$ cat config.mk
export PLATFORM = sky130hd
export DESIGN_NAME = st_pattern_source
export DESIGN_NICKNAME = d
export VERILOG_FILES = /design/src/rtl/st_pattern_source.sv
export SDC_FILE = /design/constraint.sdc
export NUM_CORES = 1
export LEC_CHECK = 0
export ABC_AREA = 0
export CORE_ASPECT_RATIO = 1.5
export CORE_MARGIN = 2
export CORE_UTILIZATION = 35
export CTS_BUF_LIST = sky130_fd_sc_hd__clkbuf_16
export CTS_CLUSTER_SIZE = 40
export DETAILED_ROUTE_END_ITERATION = 10
export PLACE_DENSITY_LB_ADDON = 0.05
export SLEW_MARGIN = 20
export SYNTH_ARGS = -nofsm -noshare
export SYNTH_HDL_FRONTEND = slang
export SYNTH_SLANG_ARGS = --single-unit
$ cat constraint.sdc
create_clock -name clk -period 5.95 [get_ports clk]
set_clock_uncertainty 0.2 [all_clocks]
set_input_delay 0.595 -clock clk [delete_from_list [all_inputs] [get_ports clk]]
set_output_delay 0.595 -clock clk [all_outputs]
set_load 0.01 [all_outputs]
$ cat src/rtl/st_pattern_source.sv
// Avalon-ST source emitting one packet of a counting pattern per start command.
// Each 32-bit lane of beat n carries seed + n*LANES + lane, wrapping modulo 2^32.
module st_pattern_source #(
    parameter int DATA_WIDTH = 256,
    parameter int LEN_W      = 16
) (
    input  logic                  clk,
    input  logic                  rst,
    input  logic                  start,
    input  logic [LEN_W-1:0]      beat_count,
    input  logic [31:0]           seed,
    output logic [DATA_WIDTH-1:0] st_data,
    output logic                  valid,
    input  logic                  ready,
    output logic                  sop,
    output logic                  eop,
    output logic                  busy,
    output logic                  done,
    output logic [LEN_W-1:0]      beats_sent
);
    localparam int          NL    = DATA_WIDTH / 32;
    localparam logic [31:0] LANES = 32'(NL);
    localparam logic [LEN_W:0] ONE = (LEN_W+1)'(1);
    localparam logic [LEN_W:0] TWO = (LEN_W+1)'(2);

    typedef enum logic [1:0] {IDLE, SEND, FINISH} state_t;

    state_t                state_q, state_d;
    logic [LEN_W-1:0]      len_q, len_d;
    logic [31:0]           base_q, base_d;
    logic [DATA_WIDTH-1:0] data_d;
    logic                  valid_d, sop_d, eop_d, busy_d, done_d;
    logic [LEN_W-1:0]      cnt_d;
    logic                  fire, last;

    function automatic logic [DATA_WIDTH-1:0] pattern(input logic [31:0] b);
        logic [DATA_WIDTH-1:0] p;
        p = '0;
        for (int k = 0; k < NL; k++) p[32*k +: 32] = b + 32'(k);
        return p;
    endfunction

    assign fire = valid && ready;
    // beats_sent counts completed transfers, so the beat on the bus is index beats_sent
    assign last = ({1'b0, beats_sent} + ONE) == {1'b0, len_q};

    always_ff @(posedge clk) begin
        if (rst) begin
            state_q    <= IDLE;
            len_q      <= '0;
            base_q     <= '0;
            st_data    <= '0;
            valid      <= 1'b0;
            sop        <= 1'b0;
            eop        <= 1'b0;
            busy       <= 1'b0;
            done       <= 1'b0;
            beats_sent <= '0;
        end else begin
            state_q    <= state_d;
            len_q      <= len_d;
            base_q     <= base_d;
            st_data    <= data_d;
            valid      <= valid_d;
            sop        <= sop_d;
            eop        <= eop_d;
            busy       <= busy_d;
            done       <= done_d;
            beats_sent <= cnt_d;
        end
    end

    always_comb begin
        state_d = state_q;
        case (state_q)
            IDLE:    if (start) state_d = (beat_count != '0) ? SEND : FINISH;
            SEND:    if (fire && last) state_d = FINISH;
            FINISH:  state_d = IDLE;
            default: state_d = IDLE;
        endcase
    end

    always_comb begin
        len_d   = len_q;
        base_d  = base_q;
        data_d  = st_data;
        valid_d = valid;
        sop_d   = sop;
        eop_d   = eop;
        busy_d  = busy;
        done_d  = 1'b0;
        cnt_d   = beats_sent;
        case (state_q)
            IDLE: begin
                valid_d = 1'b0;
                if (start) begin
                    cnt_d = '0;
                    if (beat_count != '0) begin
                        len_d   = beat_count;
                        base_d  = seed;
                        data_d  = pattern(seed);
                        valid_d = 1'b1;
                        sop_d   = 1'b1;
                        eop_d   = (beat_count == LEN_W'(1));
                        busy_d  = 1'b1;
                    end else begin
                        done_d = 1'b1;
                    end
                end
            end
            SEND: begin
                if (fire) begin
                    if (last) begin
                        valid_d = 1'b0;
                        sop_d   = 1'b0;
                        eop_d   = 1'b0;
                        busy_d  = 1'b0;
                        done_d  = 1'b1;
                        cnt_d   = len_q;
                    end else begin
                        base_d = base_q + LANES;
                        data_d = pattern(base_q + LANES);
                        sop_d  = 1'b0;
                        eop_d  = ({1'b0, beats_sent} + TWO) == {1'b0, len_q};
                        cnt_d  = beats_sent + LEN_W'(1);
                    end
                end
            end
            FINISH: begin
                valid_d = 1'b0;
                busy_d  = 1'b0;
            end
            default: ;
        endcase
    end
endmodule

# After elaboration in Yosys (flattened, before gate mapping)
# Index checks and enable logic that the tools add are counted.
totals:
  reg_bits: 327
  inputBits: 52
  out_inout_bits: 277
  wordCells: 90
classes:
  addsub: 18
  n_eq_ne: 11
  n_mux: 38
  n_reduce_logical: 13
ops:
  columns: ["cell", "n"]
  rows:
  - ["256-bit 2-to-1 mux", 4]
  - ["256-bit case mux with 2 select lines", 1]
  - ["32-bit by 3-bit adder with 32-bit output (second input constant)", 8]
  - ["32-bit by 2-bit adder with 32-bit output (second input constant)", 4]
  - ["32-bit 2-to-1 mux", 4]
  - ["32-bit by 1-bit adder with 32-bit output (second input constant)", 2]
  - ["32-bit case mux with 2 select lines", 1]
  - ["16-bit 2-to-1 mux", 3]
  - ["17-bit by 16-bit equality test with 1-bit output", 2]
  - ["32-bit by 4-bit adder with 32-bit output (second input constant)", 1]
  - ["16-bit case mux with 2 select lines", 1]
  - ["16-bit by 1-bit adder with 17-bit output (second input constant)", 1]
  - ["16-bit by 2-bit adder with 17-bit output (second input constant)", 1]
  - ["16-bit by 1-bit adder with 16-bit output (second input constant)", 1]
  - ["16-bit by 1-bit equality test with 1-bit output (second input constant)", 1]
  - ["16-bit nonzero test", 1]
  - ["1-bit 2-to-1 mux", 15]
  - ["2-bit != test (second input constant)", 6]
  - ["5-bit AND reduction", 2]
  - ["3-bit AND reduction", 3]
  - ["2-bit 2-to-1 mux", 3]
  - ["1-bit case mux with 2 select lines", 3]
  - ["1-bit case mux with 3 select lines", 2]
  - ["2-bit case mux with 2 select lines", 1]
  - ["8 further kinds", 9]

# Logic depth before layout (Yosys ltp)
logic_depth:
  depth_word: 5
  depth_mapped: 19
  ltp_nobuf: 13

# Worst setup path before layout
# OpenSTA, ideal clock, no wires.
synth_path:
  path_kind: "flip-flop to flip-flop"
  start: "register state_q[1]"
  end: "register st_data[126]"
  setup_time_ns: 0.074
  arrival_time_ns: 4.834
  t_required_ns: 5.676
  path_slack_ns: 0.842
  stages_incl_launch_ff: 19
  n_path_buf: 7
  period_less_slack_ns: 5.108
  cell_sequence: "dfxtp_1 -> inv_1 -> ha_1 -> buf_2 -> clkbuf_1 -> buf_2 -> buf_2 -> buf_1 -> a21oi_1 -> inv_1 -> ha_1 -> clkbuf_1 -> clkinv_1 -> or4_1 -> nor4_2 -> nand4_1 -> clkbuf_1 -> or4_1 -> a31oi_1"
synth_via:
  elab_chain_cells: 3
  word_cells_on_any_way: 9
  classes_between: "eq/ne: 5; mux: 1; reduce/logical: 3"
synth_rtl:
  columns: ["element", "line_no", "text"]
  rows:
  - ["from (decl)", "28", "state_t state_q, state_d;"]
  - ["from (signal assigned)", "60", "state_q <= state_d;"]
  - ["2-bit by 1-bit equality test with 1-bit output or 2-bit zero test (tied branches)", "93", "case (state_q)"]
  - ["2-bit != test (no line) or 2-bit nonzero test (tied branches)", null, null]
  - ["5-bit AND reduction (no line)", null, null]
  - ["to (signal assigned)", "63", "st_data <= data_d;"]
  - ["to (decl)", "12", "output logic [DATA_WIDTH-1:0] st_data,"]
# Parallel ways exist; a longest one is shown, timed or not.
# A chain may end at the register's enable or synchronous reset.

# Final worst setup path
# Ends and elaborated chain as after synthesis.

==> impl_metrics.csv <==
group,metric,value,unit
yosys,yosys.cell_types.count,74,
run,drv_cap,0,
yosys,yosysSeqAreaShare,35.4,%
timing,rsz0062_at_grt,"no",
placed_design,dpl.hpwl,52.0,mm
floorplan,core_area,45900,um2
floorplan,start_util,35.5,%
critical_path,critical_path_required,6270,ps
yosys,synthMuxAreaShare,3.00,%
global_route,grt_usage,27.3,%
drt,drc_errors,0,
power,p_leak,7.28,nW
clocking,cts_hold_buffers,0,
floorplan,dieWidth,180,um
drt,dr_total_vias,16120,
critical_path,endpoint_kind,"flop",
clocking,clk_latency,600,ps
critical_path,rr_worst_depth,14,
yosys,synthSimpleGateAreaFrac,23.1,%
global_route,grt_pass1_vias,15506,
yosys,synth_top_family_by_area,"simple AND/OR/NAND/NOR gates",
yosys,avgSynthCellArea,7.93,um2
yosys,synth_seq_cells,288,
critical_path,critPathLaunchType,"flop",
finish,drive_above_1_share,7.16,%
clocking,cts_root_buffer,"clkbuf_16",
floorplan,die-area,48300,um2
clocking,htree_num_levels,1,
drt,drt_iter0_markers,1069,
placed_design,gp_congestion,0.926,
clocking,cts_tree,"yes",
floorplan,num_rows,96,
yosys,synth_warnings,0,
finish,area_growth,28.2,%
global_route,grt_pass1_wl,101,mm
power,p_per_area,557,nW/um2
finish,nets,2333,
yosys,synth-main-ff-cell,"dfxtp_1",
clocking,cts_setup_buffers,0,
clocking,clkSinkCount,288,
floorplan,dieHeight,268,um
timing,maxSlewViolCount,0,
timing,fin_crit,4940,ps
critical_path,path_class,"flop to flop",
yosys,postSynth.asyncResetShare,0,%
run_status,status,"complete, no violations",
drt,drt_first_pass_iters,5,
timing,worstMarginPinSlew,1060,ps
clocking,cts_resized,0,
timing,relSlewSlack,28.4,%
drt,finalWirelength,68.7,mm
timing,setup-violations-final,0,
yosys,synth_nets,2123,
clocking,clk_pin_slew,70,ps
clocking,ctsLongestPathBuffers,3,
global_route,gr-total-overflow,0,
yosys,synth_compound_area_share,19.8,%
finish,fin_util,45.5,%
yosys,synth_area,16300,um2
timing,fin_crit_sh,83.0,%
timing,max_freq,0.203,GHz
power,ir_drop,0.000270,V
timing,hold_viol_final,0,
placed_design,numPortBuffers,328,
critical_path,critPathMaxFanout,42,
critical_path,critPathArrivalTime,5250,ps
drt,wl_per_cell,23.9,um
drt,vias_per_cell,5.60,
hold_path,worst_hold_path_type,"flop to flop",
yosys,synth_fa_ha_area_share,1.15,%
global_route,grt_antenna_before_repair,0,
drt,ant_nets,0,
yosys,synth_xor_area_share,10.9,%
floorplan,ioPinCount,329,
global_route,grt_max_degree,108,
timing,tns,0,ps
yosys,synth_edf_count,0,
yosys,syn_inst,2056,
hold_path,hold_depth,2,
clocking,cts_buffers,31,
## worst max-delay path: stages (launching register included)
cell	delay, ps
dfxtp_1	310
inv_1	120
ha_4	470
buf_4	300
a21oi_1	90
buf_4	190
inv_1	130
ha_1	380
clkinv_1	350
or4_1	640
nor4_2	150
buf_4	290
nand4_1	430
or4_1	570
a31oi_1	180
## registers in the layout, indices dropped and copies added (netlist names)
| signal | cells |
|---|---|
| eop | 1 |
| len_q | 16 |
| done | 1 |
| beats_sent | 16 |
| state_q | 2 |
| valid | 1 |
| st_data | 246 |
| base_q | 3 |
| sop | 1 |
| busy | 1 |
## final cells by class
cell class,count,area (um2)
Fill cell,4636,25000
Timing Repair Buffer,387,3770
Multi-Input combinational cell,1532,9480
Clock buffer,31,776
Inverter,26,97.6
Antenna cell,1,2.50
Clock inverter,27,265
Sequential cell,288,5770
Tap cell,588,736
## cells in the mapped netlist, drive strengths merged (15+ instances only)
| cell | n | area (um2) |
|---|---|---|
| nor4 | 42 | 318 |
| or3 | 18 | 123 |
| dfxtp | 288 | 5770 |
| a31oi | 33 | 243 |
| inv | 22 | 82.6 |
| nor2 | 210 | 788 |
| mux2i | 32 | 320 |
| ha | 15 | 188 |
| a211oi | 90 | 676 |
| o31ai | 21 | 158 |
| nand3 | 86 | 435 |
| nand2b | 15 | 93.8 |
| nand4 | 55 | 387 |
| nor3 | 41 | 205 |
| buf | 87 | 537 |
| a21oi | 164 | 821 |
| clkbuf | 123 | 462 |
| or4 | 24 | 180 |
| mux2 | 15 | 169 |
| o21ai | 131 | 656 |
| nand2 | 188 | 706 |
| xnor2 | 156 | 1370 |
| xor2 | 44 | 385 |
| and3 | 15 | 93.8 |
## metrics by stage
stage	std cells	instance area [um2]	hold WS (ps)	total power [mW]	worst slack, ps
after floorplan	2056	16300	249	6.65	842
after global placement	2820	19800	242	9.62	1230
after detailed placement	2821	19900	246	9.64	1070
after CTS	2879	20900	255	11.7	1080
after global routing	2879	20900	278	12.3	830
final	2880	20900	254	11.6	1010
## placed cells by master, fill, tap and decap left out, types with 36 or more instances in the layout
cell and n:
o21ai_0 130, nand3_1 85, buf_4 54, a21oi_1 163, nor2_1 209, dfxtp_1 288
nor4_1 36, clkdlybuf4s50_1 327, a211oi_1 90, xnor2_1 156, nor3_1 41, xor2_1 44
nand2_1 188, nand4_1 51
## layer usage
layer  part of all wire [%]  global-route usage, %  vias to the layer above
met5                      0                      0                        -
met4                    5.6                   14.0                        0
met3                    5.3                   3.75                      152
met2                     50                   49.4                      566
met1                     39                   31.3                     7662
li1                       -                      -                     7740
## power by group
part	internal, mW	switching [mW]	leakage, nW	total [mW]
clock	1.16	0.878	0.534	2.04
sequential	2.77	0.746	2.38	3.51
combinational	2.65	3.44	4.37	6.09
## cell families (layout without fill, tap and decap cells)
| logic type | after synthesis | count (layout) |
|---|---|---|
| compound gates | 517 | 517 |
| mux | 47 | 47 |
| other cells | 0 | 1 |
| buf+inv | 236 | 471 |
| flops | 288 | 288 |
| xor+xnor | 201 | 201 |
| fa+ha+maj | 15 | 15 |
| simple gates | 752 | 752 |
## final timing paths
kind,from,endpoint,slack [ps]
worst max register to register,state_q[1]$_SDFFE_PP0P_,st_data[126]$_SDFFE_PP0P_,1010
worst min-delay path,st_data[236]$_SDFFE_PP0P_,st_data[236]$_SDFFE_PP0P_,250
worst max-delay path,state_q[1]$_SDFFE_PP0P_,st_data[126]$_SDFFE_PP0P_,1010
worst min register to register,st_data[236]$_SDFFE_PP0P_,st_data[236]$_SDFFE_PP0P_,250
Note: power is estimated with default switching activity, not from simulation.
==> variant (same flow settings) <==
Make the reset (`rst`) asynchronous in one clocked block.
--- a/src/rtl/st_pattern_source.sv
+++ b/src/rtl/st_pattern_source.sv
@@ -44,7 +44,7 @@
     // beats_sent counts completed transfers, so the beat on the bus is index beats_sent
     assign last = ({1'b0, beats_sent} + ONE) == {1'b0, len_q};
 
-    always_ff @(posedge clk) begin
+    always_ff @(posedge clk or posedge rst) begin
         if (rst) begin
             state_q    <= IDLE;
             len_q      <= '0;
Check against the original RTL: not equivalent (Yosys sat finds a counterexample within 4 cycles, from zero or initial values and one cycle with rst high; the reset may be asserted at any time).
==> variant against the original RTL <==
Total power grew 15%. Design area rose by 3.9%. Worst setup slack gained 0.23 ns. Global-route usage rose by 1.9 points. Combinational power rose by 25%. Synthesized area grew 4.0%. Sequential cell count unchanged. Routed wire length rose by 8.1%. Critical path type unchanged. Largest cell class unchanged.
==> variant: results (changes against the original RTL) <==
| Metric | Value |
|---|---|
| Status | `complete, no violations` |
| First-pass GRT wire length | `106.5 mm (+5.6%)` |
| Slowest stage cell, crit path | `a21oi_1` |
| Max VDD drop | `245.3 uV (-9.2%)` |
| Antenna violations before repair | `1 (+1)` |
| Max incr delay on CP | `0.75 ns (+0.11 ns)` |
| Synth area leaders | `dfrtp_1 (43%), xnor2_1 (7.3%), nand2_1 (7.0%)` |
| Largest net degree at the start of global routing | `159 (+47%)` |
| Most frequent cells after synthesis | `nand2_1 (318), dfrtp_1 (288), o21ai_0 (230)` |
| FF-to-FF path depth | `10 (-4)` |
| Layout cells sized above 1 | `7.785% (+0.63 points)` |
| Slew HR | `23.60% (-4.8 points)` |
| Sequential fraction of the synthesis area | `42.53% (+7.2 points)` |
| # diodes | `0 (-1)` |
| Tot GR Track Use | `29.17% (+1.9 points)` |
| Dpl hpwl | `57.75 mm (+11%)` |
| Reg2reg setup slack | `1.25 ns (+0.23 ns)` |
| Count of cell types in the netlist | `75 (+1.4%)` |
| Worst Hold Class | `input pin to async pin` |
| GR met3 Demand/Resource | `4.537% (+0.78 points)` |
| Via density | `5.525 (-1.3%)` |
| Arrival time worst endpoint | `4.96 ns (-0.29 ns)` |
| Vias in the first global route | `15,560 (+0.35%)` |
| Async SR Flop Fraction | `100.0% (+100 points)` |
| Area after DPL | `20,770 sq um (+4.6%)` |
| Grt met1 use | `30.48% (-0.83 points)` |
| Worst r2r src | `state_q[1]$_DFFE_PP0P_` |
| Drt total wl | `74.26 mm (+8.1%)` |
| Capturing point of the worst reg2reg path | `st_data[183]$_DFFE_PP0P_` |
==> variant: layout make-up <==
cell class | count | area (sq um)
clock buffers | 31 | 775.7
fillers | 4757 | 25980
repair buffers | 389 | 3854
inverters | 25 | 97.59
multi-input cells | 1476 | 8861
flip-flops and latches | 288 | 7207
well taps | 600 | 750.7
clock inverters | 26 | 167.7
==> variant: metal layers <==
layer / vias up / share of wire [%] / wire (microns)
met5: - / 0 / 0
met4: 0 / 6.9 / 5143
met3: 164 / 5.2 / 3887
met2: 584 / 53 / 39160
met1: 7558 / 35 / 26070
li1: 7356 / - / -
==> variant: per-stage QoR <==
stage | hold slack, ns | power (mW) | cells | setup WS, ns | util [%]
detailed placement | 0.2592 | 11.55 | 2778 | 1.329 | 43.54
floorplan | 0.2750 | 7.738 | 1965 | 1.336 | -
finish | 0.2309 | 13.36 | 2835 | 1.246 | 45.52
global route | 0.2707 | 14.20 | 2835 | 0.9169 | 45.52
global placement | 0.2560 | 11.49 | 2778 | 1.283 | 43.54
CTS | 0.2279 | 13.45 | 2835 | 1.296 | 45.52
==> variant: logic make-up after synthesis <==
group	Yosys count	synth area share, %
compound gates	446	16.06
xor+xnor	192	9.925
fa+ha+maj	15	1.108
buf+inv	201	5.583
flops	288	42.53
mux	45	2.858
simple gates	778	21.93
==> variant: worst max path at each step <==
stage | startpoint | endpoint | cells past startpoint
after global routing | beats_sent[0]$_DFFE_PP0P_ | st_data[230]$_DFFE_PP0P_ | 10
after detailed placement | beats_sent[0]$_DFFE_PP0P_ | st_data[36]$_DFFE_PP0P_ | 10
after CTS | beats_sent[0]$_DFFE_PP0P_ | st_data[36]$_DFFE_PP0P_ | 10
final | state_q[1]$_DFFE_PP0P_ | st_data[183]$_DFFE_PP0P_ | 10
after global placement | beats_sent[0]$_DFFE_PP0P_ | st_data[228]$_DFFE_PP0P_ | 10
after floorplan | rst | base_q[0]$_DFFE_PP0P_ | 1
==> variant: worst reg2reg max path: cells and delay by family, from the launching register on <==
kind,cells,cell delay (ns)
muxes,1,0.77
AOI/OAI and AO/OA,2,0.88
DFF,1,0.38
buffers and inverters,2,0.79
and+or+nand+nor,3,0.77
adders and majority gates,1,0.48
xor gates and xnor gates,1,0.30
==> variant: power by group through the flow <==
stage | sequential (mW) | clock [mW] | combinational, mW
after floorplan | 3.90 | 0 | 3.84
after global placement | 3.90 | 0 | 7.59
after detailed placement | 3.91 | 0 | 7.63
after CTS | 3.89 | 1.91 | 7.65
after global routing | 3.98 | 1.99 | 8.24
final | 3.87 | 1.87 | 7.62
